## config.mk

```make
export PLATFORM = sky130hd
export DESIGN_NAME = sar_search
export DESIGN_NICKNAME = d
export VERILOG_FILES = /design/src/rtl/sar_search.sv
export SDC_FILE = /design/constraint.sdc
export NUM_CORES = 1
export LEC_CHECK = 0
export CORE_MARGIN = 2
export CORE_UTILIZATION = 50
export DETAILED_ROUTE_END_ITERATION = 16
export PLACE_DENSITY = 0.7
export SETUP_SLACK_MARGIN = 0.1
export SLEW_MARGIN = 30
export SYNTH_ARGS = -nofsm -noshare
export SYNTH_HDL_FRONTEND = slang
export SYNTH_SLANG_ARGS = --single-unit
```

## constraint.sdc

```tcl
create_clock -name clk -period 5.6 [get_ports clk]
set_input_delay 0.56 -clock clk [delete_from_list [all_inputs] [get_ports clk]]
set_output_delay 0.56 -clock clk [all_outputs]
set_load 0.005 [all_outputs]
```

## src/rtl/sar_search.sv

```systemverilog
// Successive-approximation search engine driving the probe side of a magnitude comparator.
// Optional SAR_STEP_COUNT_EN adds a per-search SAMPLE-cycle counter on output steps.
module sar_search #(
    parameter int unsigned WIDTH = 8
) (
    input  logic             clk,
    input  logic             rst_n,
    input  logic             start,
    input  logic             eq,
    input  logic             lt,
    input  logic             gt,
    output logic [WIDTH-1:0] probe,
    output logic             busy,
    output logic             done,
    output logic             found,
    output logic             err,
    output logic [WIDTH-1:0] result
`ifdef SAR_STEP_COUNT_EN
    ,
    output logic [$clog2(WIDTH+2)-1:0] steps
`endif
);

    localparam int unsigned BW = WIDTH + 1;
    localparam logic [WIDTH-1:0] PMAX  = {WIDTH{1'b1}};
    localparam logic [WIDTH-1:0] PINIT = {1'b0, {(WIDTH-1){1'b1}}};
    localparam logic [BW-1:0]    HMAX  = {1'b0, {WIDTH{1'b1}}};

    typedef enum logic [1:0] {
        S_IDLE,
        S_SETTLE,
        S_SAMPLE,
        S_DONE
    } state_e;

    state_e           state_q, state_d;
    logic [BW-1:0]    lo_q, lo_d, hi_q, hi_d;
    logic [BW-1:0]    lo_n, hi_n;
    logic [WIDTH-1:0] probe_q, probe_d, result_q, result_d;
    logic             busy_q, busy_d, done_q, done_d;
    logic             found_q, found_d, err_q, err_d;

    // Midpoint of the current bounds, truncated to probe width
    function automatic logic [WIDTH-1:0] mid(input logic [BW-1:0] lo, input logic [BW-1:0] hi);
        logic [BW-1:0] m;
        m = lo + ((hi - lo) >> 1);
        return m[WIDTH-1:0];
    endfunction

    always_comb begin
        state_d  = state_q;
        lo_d     = lo_q;
        hi_d     = hi_q;
        lo_n     = lo_q;
        hi_n     = hi_q;
        probe_d  = probe_q;
        result_d = result_q;
        busy_d   = busy_q;
        done_d   = 1'b0;
        found_d  = found_q;
        err_d    = err_q;
        case (state_q)
            S_IDLE: begin
                if (start) begin
                    lo_d     = '0;
                    hi_d     = HMAX;
                    probe_d  = PINIT;
                    found_d  = 1'b0;
                    err_d    = 1'b0;
                    result_d = '0;
                    busy_d   = 1'b1;
                    state_d  = S_SETTLE;
                end
            end
            S_SETTLE: state_d = S_SAMPLE;
            S_SAMPLE: begin
                state_d = S_DONE;
                case ({eq, lt, gt})
                    3'b100: begin
                        found_d  = 1'b1;
                        result_d = probe_q;
                    end
                    3'b010: begin
                        if (probe_q == PMAX) begin
                            err_d = 1'b1;
                        end else begin
                            lo_n    = BW'(probe_q) + BW'(1);
                            lo_d    = lo_n;
                            probe_d = mid(lo_n, hi_q);
                            state_d = S_SETTLE;
                        end
                    end
                    3'b001: begin
                        if (probe_q == '0) begin
                            err_d = 1'b1;
                        end else begin
                            hi_n    = BW'(probe_q) - BW'(1);
                            hi_d    = hi_n;
                            probe_d = mid(lo_q, hi_n);
                            state_d = S_SETTLE;
                        end
                    end
                    default: err_d = 1'b1;
                endcase
                // Search ends: drop busy and pulse done on entry to DONE
                if (state_d == S_DONE) begin
                    busy_d = 1'b0;
                    done_d = 1'b1;
                end
            end
            S_DONE:   state_d = S_IDLE;
            default:  state_d = S_IDLE;
        endcase
    end

    always_ff @(posedge clk or negedge rst_n) begin
        if (!rst_n) begin
            state_q  <= S_IDLE;
            lo_q     <= '0;
            hi_q     <= HMAX;
            probe_q  <= '0;
            result_q <= '0;
            busy_q   <= 1'b0;
            done_q   <= 1'b0;
            found_q  <= 1'b0;
            err_q    <= 1'b0;
        end else begin
            state_q  <= state_d;
            lo_q     <= lo_d;
            hi_q     <= hi_d;
            probe_q  <= probe_d;
            result_q <= result_d;
            busy_q   <= busy_d;
            done_q   <= done_d;
            found_q  <= found_d;
            err_q    <= err_d;
        end
    end

    assign probe  = probe_q;
    assign busy   = busy_q;
    assign done   = done_q;
    assign found  = found_q;
    assign err    = err_q;
    assign result = result_q;

`ifdef SAR_STEP_COUNT_EN
    localparam int unsigned SW = $clog2(WIDTH + 2);
    logic [SW-1:0] steps_q, steps_d;

    // Counts SAMPLE cycles of the current search
    always_comb begin
        steps_d = steps_q;
        if (state_q == S_IDLE && start) begin
            steps_d = '0;
        end else if (state_q == S_SAMPLE) begin
            steps_d = steps_q + SW'(1);
        end
    end

    always_ff @(posedge clk or negedge rst_n) begin
        if (!rst_n) begin
            steps_q <= '0;
        end else begin
            steps_q <= steps_d;
        end
    end

    assign steps = steps_q;
`endif

endmodule

```

==> impl_metrics.env <==
export IMPL_outcome="complete, no violations"
export IMPL_clk_latency_ns=0.30
export IMPL_grt_overflow_total=0
export IMPL_fmax_mhz=236.8
export IMPL_multi_input_area_um2=2086
export IMPL_via_per_inst=5.661
export IMPL_grt_max_degree=41
export IMPL_worstPathRequired_ns=5.80
export IMPL_setup_viol=0
export IMPL_path_class="register to register"
export IMPL_cts_sinks=40
export IMPL_fillers=586
export IMPL_core_area_um2=6350
export IMPL_drive_gt1_frac=0.06010
export IMPL_fin_setup_tns_ns=0
export IMPL_initial_core_util=0.5170
export IMPL_die_area_um2=7230
export IMPL_start_kind="register"
export IMPL_endpoint_kind="register"
export IMPL_worstMarginPinSlew_ns=0.8307
export IMPL_wire_per_inst_um=15.57
export IMPL_synth_edf_count=0
export IMPL_ys_seq_elements=40
export IMPL_synth_seq_area_share=0.3079
export IMPL_finalNetCount=453
export IMPL_wl_um=7676
export IMPL_portBuffers=25
export IMPL_synthMuxAreaShare=0.003049
export IMPL_synth_cells=400
export IMPL_yosys_warnings=0
export IMPL_clockBufferDepth=2
export IMPL_finalClockSkew_ns=0.008935
export IMPL_grt_setup_unrepaired="false"
export IMPL_postCtsSetupBuffers=0
export IMPL_ctsHoldBuffers=0
export IMPL_cts_tree="yes"
export IMPL_gp_congestion=0.8620
export IMPL_die_h_um=85.03
export IMPL_synth_area_um2=3283
export IMPL_track_usage=0.2286
export IMPL_synth_compound_area_frac=0.1768
export IMPL_drc=0
export IMPL_synth_xor_xnor_area_share=0.1220
export IMPL_arrival_ns=4.42
export IMPL_grt_pass1_vias=2682
export IMPL_rows=29
export IMPL_slew_viol_final=0
export IMPL_synth_simple_area_share=0.2012
export IMPL_finalHoldViolCount=0
export IMPL_synth_fa_ha_area_frac=0.1311
export IMPL_antenna_left=0
export IMPL_dp_hpwl_um=5857
export IMPL_cp_max_fo=14
export IMPL_layout_commonest_cell="nand2_1"
export IMPL_num_antenna_cells=0
export IMPL_htreeDepth=2
export IMPL_min_period_over_period=0.7542
export IMPL_grt_pass1_wl_um=13240
export IMPL_synth_cell_types=48
export IMPL_ios=26
export IMPL_synth_async_reset_ratio=1.000
export IMPL_drt_iter0_markers=224
export IMPL_drt_pass1_iter_count=4
export IMPL_ff_latch_area_um2=1011
export IMPL_drv_cap=0
export IMPL_synth_area_per_cell_um2=8.208
export IMPL_synth_top_family_by_area="simple AND/OR/NAND/NOR gates"
export IMPL_relSlewSlack=0.4451
export IMPL_period_minus_slack_ns=4.223
export IMPL_final_cell_mix="46 x nand2_1, 43 x nor2_1, 32 x xnor2_1, 32 x dfrtp_1, 30 x o21ai_0"
export IMPL_die_width_um=85.03
export IMPL_vias=2791
export IMPL_cts_root_buffer="clkbuf_8"
export IMPL_syn_nets=438
export IMPL_hp_class="primary input to asynchronous set/reset pin"
export IMPL_areaGrowthSynthToFinish_pct=11.05
export IMPL_antenna_found_initial=0
export IMPL_cts_buffers=5
export IMPL_synth_flop_cell="dfrtp_1"
export IMPL_post_cts_resize_count=0
export IMPL_clk_pin_slew_worst_paths_ns=0.09
synthesized netlist by cell type, types with 2 or more instances:
cell type	count	area, um2
a211o_1	3	26.28
or3_1	4	25.02
o21a_1	2	15.01
o21ai_0	30	150.1
nor2_1	43	161.4
fa_1	4	80.08
a221oi_1	2	17.52
inv_1	28	105.1
ha_1	28	350.3
nor3_1	7	35.03
nand3_1	18	90.09
o21bai_1	2	15.01
nor2b_1	6	37.54
dfstp_2	8	210.2
a21oi_1	23	115.1
clkbuf_1	13	48.80
o31ai_1	8	60.06
xor2_1	10	87.58
nand2_1	46	172.7
nand2b_1	6	37.54
a21boi_0	2	15.01
a21o_1	5	37.54
a31oi_1	9	56.30
and2_1	3	18.77
xnor2_1	32	280.3
buf_2	5	25.02
dfrtp_1	32	800.8
area by class of cell:
class | instances | share of cell area
inverter | 28 | 0.02883
clock inverter | 2 | 0.003432
timing repair buffer | 27 | 0.07207
sequential | 40 | 0.2773
tap | 77 | 0.02642
multi-input combinational | 313 | 0.5721
clock buffer | 6 | 0.01990
kinds of logic (layout without fill, tap and decap cells):
kind of cell | Yosys count | after routing
adder cells (fa/ha/maj) | 32 | 32
AND/OR/NAND/NOR | 142 | 142
AO/OA/AOI/OAI | 94 | 94
XOR/XNOR | 44 | 44
buffers and inverters | 47 | 63
flip-flops | 40 | 40
multiplexers | 1 | 1
routing by layer:
layer  track usage  vias up  wire length, um
li1              -     1393                -
met1        0.3430     1327             3786
met2        0.3494       58             3408
met3       0.02821       13              341
met4       0.06061        0              140
met5             0        -                0
flip-flops by register name, indices dropped and copies added (netlist names):
register / cells
probe: 8
hi_q: 9
lo_q: 9
done: 1
state_q: 2
result: 8
err: 1
found: 1
busy: 1
path summary, 6_finish.rpt:
kind / from / end / slack [ns] / cells after the start
min reg2reg: found / found / 0.49 / 2
min in group clk: found / found / 0.49 / 2
max reg2reg: probe[0] / probe[6] / 1.38 / 16
min: rst_n / lo_q[0] / 0.23 / 1
max: probe[0] / probe[6] / 1.38 / 16
max in group asynchronous: rst_n / hi_q[6] / 4.97 / 1
per-stage QoR:
step	area, um2	util	instances	hold slack [ns]	worst slack [ns]
floorplan	3283	-	400	0.2644	1.827
global placement	3555	0.5598	485	0.4630	1.482
detailed placement	3558	0.5604	485	0.4714	1.386
CTS	3643	0.5738	493	0.4337	1.367
global route	3646	0.5742	493	0.2816	0.8821
finish	3646	0.5742	493	0.2260	1.377
worst max-delay path, stage by stage, from the launching register on:
cell      delay (ns)
dfrtp_1         0.64
inv_1           0.16
ha_1            0.45
inv_1           0.15
ha_1            0.28
o21ai_0         0.07
nand2b_1        0.10
a21oi_1         0.22
xnor2_1         0.16
ha_1            0.30
a21oi_1         0.29
o21ai_0         0.14
a211o_1         0.31
a21oi_1         0.28
o21ai_0         0.16
xnor2_1         0.15
a221oi_1        0.28
Power is left out: the tool's default activity adds up to more than one toggle a clock period on the data nets, which glitch-free logic cannot reach.
